### src/rtl/micro_sequencer_if.sv
// micro_sequencer_if: control-store bus and microword field outputs of the
// micro_sequencer. The master modport is the sequencer side; the slave
// modport is the control store / downstream pipeline side.
interface micro_sequencer_if #(
  parameter int ADDR_W = 8
);
  localparam int WORD_W = ADDR_W + 22;

  logic [ADDR_W-1:0] uaddr;
  logic [WORD_W-1:0] udata;
  logic              flag_z;
  logic              flag_n;
  logic [3:0]        opcode;
  logic              stall;
  logic [3:0]        ALU_out;
  logic [1:0]        SH_out;
  logic [5:0]        C_out;
  logic [6:0]        T_out;
  logic              halted;
  logic              stack_err;

  modport master (
    output uaddr, ALU_out, SH_out, C_out, T_out, halted, stack_err,
    input  udata, flag_z, flag_n, opcode, stall
  );

  modport slave (
    input  uaddr, ALU_out, SH_out, C_out, T_out, halted, stack_err,
    output udata, flag_z, flag_n, opcode, stall
  );
endinterface

### src/rtl/micro_sequencer.sv
// micro_sequencer: microprogram sequencer. Addresses the control store with
// upc, registers the fetched microword fields and selects the next address
// (seq / jmp / jz / jn / dispatch / halt).
// Optional feature macro: MICRO_CALL_EN adds a STACK_D-entry micro-subroutine
// return stack (call/ret) with a sticky stack_err. Without it, call and ret
// behave as seq and stack_err is constant 0.
module micro_sequencer #(
  parameter int ADDR_W  = 8,
  parameter int STACK_D = 4
) (
  input  logic                clock,
  input  logic                reset,
  micro_sequencer_if.master   bus
);
  localparam int WORD_W = ADDR_W + 22;

  localparam logic [2:0] COND_SEQ  = 3'b000;
  localparam logic [2:0] COND_JMP  = 3'b001;
  localparam logic [2:0] COND_JZ   = 3'b010;
  localparam logic [2:0] COND_JN   = 3'b011;
  localparam logic [2:0] COND_CALL = 3'b100;
  localparam logic [2:0] COND_RET  = 3'b101;
  localparam logic [2:0] COND_DISP = 3'b110;
  localparam logic [2:0] COND_HALT = 3'b111;

  typedef enum logic [0:0] {
    ST_RUN  = 1'b0,
    ST_HALT = 1'b1
  } state_e;

  state_e            state_q, state_d;
  logic [ADDR_W-1:0] upc_q, upc_d;
  logic [3:0]        alu_q, alu_d;
  logic [1:0]        sh_q, sh_d;
  logic [5:0]        c_q, c_d;
  logic [6:0]        t_q, t_d;

  logic [2:0]        cond_s;
  logic [ADDR_W-1:0] target_s;
  logic [ADDR_W-1:0] upc_inc_s;
  logic [ADDR_W+7:0] disp_wide_s;
  logic [ADDR_W-1:0] disp_s;
  logic [ADDR_W-1:0] next_s;
  logic              advance_s;

  assign cond_s      = bus.udata[21:19];
  assign target_s    = bus.udata[WORD_W-1:22];
  assign upc_inc_s   = upc_q + ADDR_W'(1);
  // Opcode lands in bits [7:4]; the wide form makes truncation/extension to
  // any ADDR_W a plain slice.
  assign disp_wide_s = {{ADDR_W{1'b0}}, bus.opcode, 4'b0000};
  assign disp_s      = disp_wide_s[ADDR_W-1:0];
  // Halt ignores stall: only running, unstalled edges advance the sequencer.
  assign advance_s   = (state_q == ST_RUN) && !bus.stall;

`ifdef MICRO_CALL_EN
  localparam int IDX_W = (STACK_D > 1) ? $clog2(STACK_D) : 1;
  localparam int SP_W  = IDX_W + 1;

  logic [ADDR_W-1:0] stack_q [STACK_D];
  logic [SP_W-1:0]   sp_q;
  logic              err_q;
  logic              full_s, empty_s;
  logic              push_s, pop_s, err_set_s;
  logic [IDX_W-1:0]  push_idx_s, pop_idx_s;

  assign full_s     = (sp_q == SP_W'(STACK_D));
  assign empty_s    = (sp_q == {SP_W{1'b0}});
  assign push_idx_s = sp_q[IDX_W-1:0];
  // sp is 1..STACK_D whenever a pop happens, so the modular decrement of the
  // low bits addresses the top entry correctly.
  assign pop_idx_s  = sp_q[IDX_W-1:0] - IDX_W'(1);
`endif

  // Next-address selection from the COND field of the current word.
  always_comb begin
    next_s = upc_inc_s;
`ifdef MICRO_CALL_EN
    push_s    = 1'b0;
    pop_s     = 1'b0;
    err_set_s = 1'b0;
`endif
    case (cond_s)
      COND_SEQ: next_s = upc_inc_s;
      COND_JMP: next_s = target_s;
      COND_JZ: begin
        if (bus.flag_z) next_s = target_s;
        else            next_s = upc_inc_s;
      end
      COND_JN: begin
        if (bus.flag_n) next_s = target_s;
        else            next_s = upc_inc_s;
      end
      COND_CALL: begin
`ifdef MICRO_CALL_EN
        // A call on a full stack still jumps; only the push is dropped.
        next_s = target_s;
        if (full_s) err_set_s = 1'b1;
        else        push_s    = 1'b1;
`else
        next_s = upc_inc_s;
`endif
      end
      COND_RET: begin
`ifdef MICRO_CALL_EN
        if (empty_s) begin
          err_set_s = 1'b1;
          next_s    = upc_inc_s;
        end else begin
          pop_s  = 1'b1;
          next_s = stack_q[pop_idx_s];
        end
`else
        next_s = upc_inc_s;
`endif
      end
      COND_DISP: next_s = disp_s;
      COND_HALT: next_s = upc_q;
      default:   next_s = upc_inc_s;
    endcase
  end

  // Sequencer FSM: run/halt transitions, upc and field register next state.
  always_comb begin
    state_d = state_q;
    upc_d   = upc_q;
    alu_d   = alu_q;
    sh_d    = sh_q;
    c_d     = c_q;
    t_d     = t_q;
    case (state_q)
      ST_RUN: begin
        if (!bus.stall) begin
          alu_d = bus.udata[18:15];
          sh_d  = bus.udata[14:13];
          c_d   = bus.udata[12:7];
          t_d   = bus.udata[6:0];
          upc_d = next_s;
          if (cond_s == COND_HALT) state_d = ST_HALT;
          else                     state_d = ST_RUN;
        end else begin
          state_d = ST_RUN;
        end
      end
      ST_HALT: begin
        alu_d = 4'd0;
        sh_d  = 2'd0;
        c_d   = 6'd0;
        t_d   = 7'd0;
      end
      default: begin
        state_d = ST_HALT;
        alu_d   = 4'd0;
        sh_d    = 2'd0;
        c_d     = 6'd0;
        t_d     = 7'd0;
      end
    endcase
  end

  // State, upc and field registers.
  always_ff @(posedge clock or posedge reset) begin
    if (reset) begin
      state_q <= ST_RUN;
      upc_q   <= {ADDR_W{1'b0}};
      alu_q   <= 4'd0;
      sh_q    <= 2'd0;
      c_q     <= 6'd0;
      t_q     <= 7'd0;
    end else begin
      state_q <= state_d;
      upc_q   <= upc_d;
      alu_q   <= alu_d;
      sh_q    <= sh_d;
      c_q     <= c_d;
      t_q     <= t_d;
    end
  end

`ifdef MICRO_CALL_EN
  // Return stack, stack pointer and sticky stack fault.
  always_ff @(posedge clock or posedge reset) begin
    if (reset) begin
      sp_q  <= {SP_W{1'b0}};
      err_q <= 1'b0;
      for (int i = 0; i < STACK_D; i++) stack_q[i] <= {ADDR_W{1'b0}};
    end else if (advance_s) begin
      if (push_s) begin
        stack_q[push_idx_s] <= upc_inc_s;
        sp_q                <= sp_q + SP_W'(1);
      end else if (pop_s) begin
        sp_q <= sp_q - SP_W'(1);
      end
      if (err_set_s) err_q <= 1'b1;
    end
  end

  assign bus.stack_err = err_q;
`else
  assign bus.stack_err = 1'b0;
`endif

  assign bus.uaddr   = upc_q;
  assign bus.ALU_out = alu_q;
  assign bus.SH_out  = sh_q;
  assign bus.C_out   = c_q;
  assign bus.T_out   = t_q;
  assign bus.halted  = (state_q == ST_HALT);
endmodule

### src/flat_wrapper.sv
// flat-port wrapper written by rule: the top's interface ports become plain ports
module micro_sequencer_flat 
#(
  parameter int ADDR_W  = 8,
  parameter int STACK_D = 4
)
  (clock, reset, bus_uaddr, bus_ALU_out, bus_SH_out, bus_C_out, bus_T_out, bus_halted, bus_stack_err, bus_udata, bus_flag_z, bus_flag_n, bus_opcode, bus_stall);
  micro_sequencer_if #(.ADDR_W(ADDR_W)) bus_i ();
  input  logic clock;
  input  logic reset;
  output wire logic [$bits(bus_i.uaddr)-1:0] bus_uaddr;
  output wire logic [$bits(bus_i.ALU_out)-1:0] bus_ALU_out;
  output wire logic [$bits(bus_i.SH_out)-1:0] bus_SH_out;
  output wire logic [$bits(bus_i.C_out)-1:0] bus_C_out;
  output wire logic [$bits(bus_i.T_out)-1:0] bus_T_out;
  output wire logic [$bits(bus_i.halted)-1:0] bus_halted;
  output wire logic [$bits(bus_i.stack_err)-1:0] bus_stack_err;
  input wire logic [$bits(bus_i.udata)-1:0] bus_udata;
  input wire logic [$bits(bus_i.flag_z)-1:0] bus_flag_z;
  input wire logic [$bits(bus_i.flag_n)-1:0] bus_flag_n;
  input wire logic [$bits(bus_i.opcode)-1:0] bus_opcode;
  input wire logic [$bits(bus_i.stall)-1:0] bus_stall;
  assign bus_uaddr = bus_i.uaddr;
  assign bus_ALU_out = bus_i.ALU_out;
  assign bus_SH_out = bus_i.SH_out;
  assign bus_C_out = bus_i.C_out;
  assign bus_T_out = bus_i.T_out;
  assign bus_halted = bus_i.halted;
  assign bus_stack_err = bus_i.stack_err;
  assign bus_i.udata = bus_udata;
  assign bus_i.flag_z = bus_flag_z;
  assign bus_i.flag_n = bus_flag_n;
  assign bus_i.opcode = bus_opcode;
  assign bus_i.stall = bus_stall;
  micro_sequencer #(.ADDR_W(ADDR_W), .STACK_D(STACK_D)) u_core (.clock(clock), .reset(reset), .bus(bus_i));
endmodule
### config.mk
export PLATFORM = sky130hd
export DESIGN_NAME = micro_sequencer_flat
export DESIGN_NICKNAME = d
export VERILOG_FILES = /design/src/rtl/micro_sequencer_if.sv /design/src/rtl/micro_sequencer.sv /design/src/flat_wrapper.sv
export SDC_FILE = /design/constraint.sdc
export NUM_CORES = 1
export LEC_CHECK = 0
export ABC_AREA = 0
export BUFFER_PORTS_ARGS = -buffer_cell sky130_fd_sc_hd__buf_4
export CAP_MARGIN = 20
export CORE_MARGIN = 2
export CORE_UTILIZATION = 45
export DETAILED_ROUTE_END_ITERATION = 7
export GPL_TIMING_DRIVEN = 0
export PLACE_DENSITY = 0.76
export SYNTH_ARGS = -nofsm -noshare
export SYNTH_HDL_FRONTEND = slang
export SYNTH_SLANG_ARGS = --single-unit
### constraint.sdc
create_clock -name clock -period 1.9 [get_ports clock]
set_clock_uncertainty 0.15 [all_clocks]
set_input_delay 0.095 -clock clock [delete_from_list [all_inputs] [get_ports clock]]
set_output_delay 0.095 -clock clock [all_outputs]
set_load 0.03 [all_outputs]
* Yosys cells after proc, flatten, opt, wreduce, memory -nomap -nowiden
Index checks and enable logic that the tools add are counted.
** Word-level totals
- Flip-flop bits (word level) :: 28
- Output and inout bits :: 29
** Operators by class
- Bitwise operators :: 3
- Eq/ne operators :: 8
- Reductions and logical operators :: 3
- $add $sub $neg :: 1
- Muxes and demuxes :: 14
** Operator list (count)
- $pmux 8 s5 :: 1
- $mux 8 :: 2
- $pmux 7 s2 :: 1
- $eq 3x3->1 const B :: 4
- $pmux 6 s2 :: 1
- $add 8x1->8 const B :: 1
- $pmux 4 s2 :: 1
- $mux 7 :: 1
- $eq 3x2->1 const B :: 2
- $mux 6 :: 1
- $mux 4 :: 1
- $pmux 2 s2 :: 1
- $eq 3x1->1 const B :: 1
- $logic_not 3->1 :: 1
- $mux 1 :: 3
- $not 1->1 :: 3
- $reduce_and 3->1 :: 1
- $reduce_or 3->1 :: 1
- $mux 2 :: 1
- $ne 2x2->1 const B :: 1

* Depth between registers and ports, before layout
- Word-level depth :: 4
- Gate-level depth with buffers :: 6
- Mapped depth without buffers :: 5

* Worst setup path before layout
No wires, ideal clock.
- Kind :: register -> register
- From :: register u_core.state_q, in the netlist u_core.bus.halted
- To :: register u_core.upc_q[6], in the netlist u_core.bus.uaddr[6]
- Cell stages (with the launch flop) :: 4
- Arrival :: 1458 ps
- Setup slack :: 205 ps
- Library setup time :: 87 ps
- Data required time :: 1663 ps
- Period minus slack after synthesis :: 1695 ps
- Cell sequence :: dfrtp_1 a311o_1 or4_1 o211ai_1
** Between the ends
- Cells in the longest elaborated chain, start to end :: 2
** RTL lines
- start: declaration :: line micro_sequencer.sv:31 : state_e state_q, state_d;
- start signal: assignment :: line micro_sequencer.sv:171 : state_q <= state_d;
- $not 1->1 (no line)
- $reduce_and 3->1 (no line)
- end signal: assignment :: line micro_sequencer.sv:165 : upc_q <= {ADDR_W{1'b0}};
- end signal: assignment :: line micro_sequencer.sv:172 : upc_q <= upc_d;
- end: declaration :: line micro_sequencer.sv:32 : logic [ADDR_W-1:0] upc_q, upc_d;
No other way between the ends.
A chain may end at the register's enable or synchronous reset.

* Worst setup path after layout
- From :: input port bus_udata[20]
- To :: register u_core.upc_q[4], in the netlist u_core.bus.uaddr[4]
** Between the ends
- Cells in the longest elaborated chain, start to end :: 3
** RTL lines
- start: declaration :: line flat_wrapper.sv:18 : input wire logic [$bits(bus_i.udata)-1:0] bus_udata;
- $eq 3x3->1 / $logic_not 3->1 (equally long branches) :: line micro_sequencer.sv:83 : case (cond_s)
- $reduce_or 3->1 (no line) / $not 1->1 (equally long branches)
- $pmux 8 s5 / $reduce_and 3->1 (equally long branches)
Parallel ways exist; a longest one is shown, timed or not.

==> metrics.md <==
| Metric | Value |
|---|---|
| Status | `finished, final reports clean` |
| H-tree depth | `1` |
| Period utilisation layout | `97.0%` |
| FFs w/ async S/R, synth | `100%` |
| Number of hold buffers added after cts | `27` |
| DRC | `0` |
| Startpoint types | `primary input` |
| Die area | `about 3900 sq um` |
| Routed wire length | `4380 um` |
| Crit path max fanout | `10` |
| Sink Count | `28` |
| Final Util | `a little under three quarters` |
| Per-cell routed wire length | `roughly 15 um` |
| CTS Root Cell | `clkbuf_4` |
| Total track usage | `around 23%` |
| Setup bufs post-CTS | `0` |
| Data arrival, critical path | `around 1900 ps` |
| Syn Area/Cell | `9.98 sq um` |
| # setup viols final | `0` |
| Post-DP HPWL | `2930 um` |
| RSZ-0062 raised after global routing | `false` |
| Relative slew slack | `roughly 58%` |
| Largest net degree at the start of global routing | `29` |
| Data required, critical path | `between 1500 and 2000 ps` |
| Area leader, netlist | `dfrtp_1` |
| GPL Wtd Cong | `between 0.8 and 0.9` |
| Most common cell after layout, fill and taps aside | `buf_4` |
| EDFF count, synth | `0` |
| Grt total ovfl | `0` |
| YS warnings | `0` |
| CTS tree | `yes` |
| Worst path bufs/invs | `3` |
| Worst-path clk slew | `approximately 150 ps` |
| Port-buffer cells | `64` |
| Post-CTS resize count | `0` |
| Post-synth top area share | `a little under half` |
| Minimum clock period | `between 1500 and 2000 ps` |
| Synthesized Nets | `~190` |
| Layout cells sized above 1 | `about a third` |
| Die H | `62.1 um` |
| FP Rows | `21` |
| CP Capture Type | `register` |
| Final Hold Fails | `0` |
| Kind of critical path | `primary input to register` |
| 1st-iter DRT viols | `105` |
| F_max | `between 500 and 600 MHz` |
| N_diodes | `0` |
| Setup tns final | `0 ps` |
| PD cells | `between 700 and 800 nW/um^2` |
| Clock buffer depth | `2` |
| Number of routed nets with antenna violations | `0` |
| Layout Nets | `between 200 and 300` |
| Starting density of the core | `46.2%` |
| FF+latch count, synth | `28` |
| Sequential share of the synthesized area | `between 40% and 50%` |
| Cts bufs inserted | `3` |
| Mapped Area | `1520 sq um` |
| First-pass GRT wire length | `about 6500 um` |
| Cells traversed along the worst timing path | `dlygate4sd3_1, buf_4, or3b_4, and4_4, buf_6, a221oi_2, nor2_1` |
| Critical path's slowest cell | `dlygate4sd3_1` |
| Crit path largest cell delay | `540 ps` |
| Worst-Skew Late Latency | `between 300 and 400 ps` |
| Routed via count | `~1.5k` |
| Area growth syn-to-layout | `55.7%` |
| Leak pwr | `1.15 nW` |
| Netlist cell types | `between 40 and 50` |
| I/O pin total | `slightly below 70` |
| First-pass iteration count of the detailed router | `5` |
| Vias in the first global route | `approximately 1.5k` |
| Tightest Pin Transition | `about 630 ps` |
| Mapped Cells | `around 150` |
| Fin. max-slew vios | `0` |
| Largest delay share family, worst path | `buffers and inverters` |
| Most frequent cells in the layout | `buf_4 (66), dfrtp_1 (28), nor2_1 (27), dlygate4sd3_1 (27), mux2i_1 (19)` |
| Vias per Instance | `~5.3` |
| Top FF cell, synth | `dfrtp_1` |
| Area of the core | `3280 sq um` |
| Hold crit path type | `primary input to register` |
| Die outline width | `between 60 and 70 um` |
| Synth top area cells | `dfrtp_1 (46%), mux2i_1 (13%), nor2_1 (6.7%)` |
| Initial antenna violation count | `0` |
| Max IR drop VDD | `roughly 0.34 mV` |
| Max-cap violations | `0` |
[final cells by class]
type                       instances  area, sq um
clock buffer                       3         22.5
timing repair buffer              92          766
multi-input combinational        105          724
buffer                            11         62.6
sequential                        28          701
inverter                           8         30.0
tap                               46         57.6
fill                             237          921
[metal layers]
layer | up-vias | GRT usage [%] | part of all wire, %
met2 | 69 | 42.3 | 54
met5 | - | 0 | 0
li1 | 730 | - | -
met3 | 9 | 3.93 | 5.5
met4 | 0 | 9.12 | 1.9
met1 | 733 | 26.9 | 39
[per-stage QoR]
step           setup WS [ps]  power [mW]  instance area, sq um  hold slack, ps  instances
6_report                57.0        1.75                  2360            42.8        293
5_1_grt                 28.9        1.86                  2360            60.8        293
4_1_cts                  100        1.75                  2350            46.3        292
3_5_place_dp             260        1.46                  2060             194        262
3_3_place_gp             280        1.44                  2060             185        262
2_1_floorplan            205        1.19                  1520            10.4        152
[synth_stat cells, drive strengths merged (3+ instances only)]
| cell | instances |
|---|---|
| dfrtp | 28 |
| nor2 | 27 |
| mux2i | 19 |
| buf | 8 |
| inv | 8 |
| a21oi | 6 |
| o21ai | 6 |
| nand2 | 4 |
| a221oi | 3 |
| clkbuf | 3 |
| nand2b | 3 |
| nand3 | 3 |
| nand3b | 3 |
| o22ai | 3 |
[power by group]
group	switching (mW)	internal [mW]
combinational	0.405	0.321
clock	0.170	0.0745
sequential	0.107	0.677
[state kept, by name, summed over array words and instances (netlist names)]
| signal | count |
|---|---|
| u_core.bus.T_out | 7 |
| u_core.bus.C_out | 6 |
| u_core.bus.SH_out | 2 |
| u_core.bus.halted | 1 |
| u_core.bus.uaddr | 8 |
| u_core.bus.ALU_out | 4 |
[path summary, 6_finish.rpt]
path	depth (start not counted)	slack [ps]	endpoint	from
min	5	40	u_core.bus.uaddr[5]$_DFFE_PP0P_	bus_opcode[1]
max in group asynchronous	4	870	u_core.bus.T_out[0]$_DFFE_PP0P_	reset
max	7	60	u_core.bus.uaddr[4]$_DFFE_PP0P_	bus_udata[20]
min in group asynchronous	3	220	u_core.bus.SH_out[0]$_DFFE_PP0P_	reset
min reg2reg	2	400	u_core.bus.ALU_out[2]$_DFFE_PP0P_	u_core.bus.ALU_out[2]$_DFFE_PP0P_
max reg2reg	3	210	u_core.bus.uaddr[6]$_DFFE_PP0P_	u_core.bus.halted$_DFF_PP0_
[worst register-to-register path, delay by kind of cell (launching register included)]
kind,cells,cell delay (ps)
and+or+nand+nor,1,510
DFF,1,480
AOI/OAI and AO/OA,2,480
[kinds of logic (layout without fill, tap and decap cells)]
group	count (synthesis)	count (layout)	share of synthesized area (%)
buffers and inverters	19	114	6.10
other	1	1	0.247
and+or+nand+nor	50	50	16.3
adders and majority gates	1	1	0.824
xor gates and xnor gates	1	1	0.577
muxes	20	20	13.3
DFF	28	28	46.2
AOI/OAI and AO/OA	32	32	16.5
(Power assumes the default switching activity.)
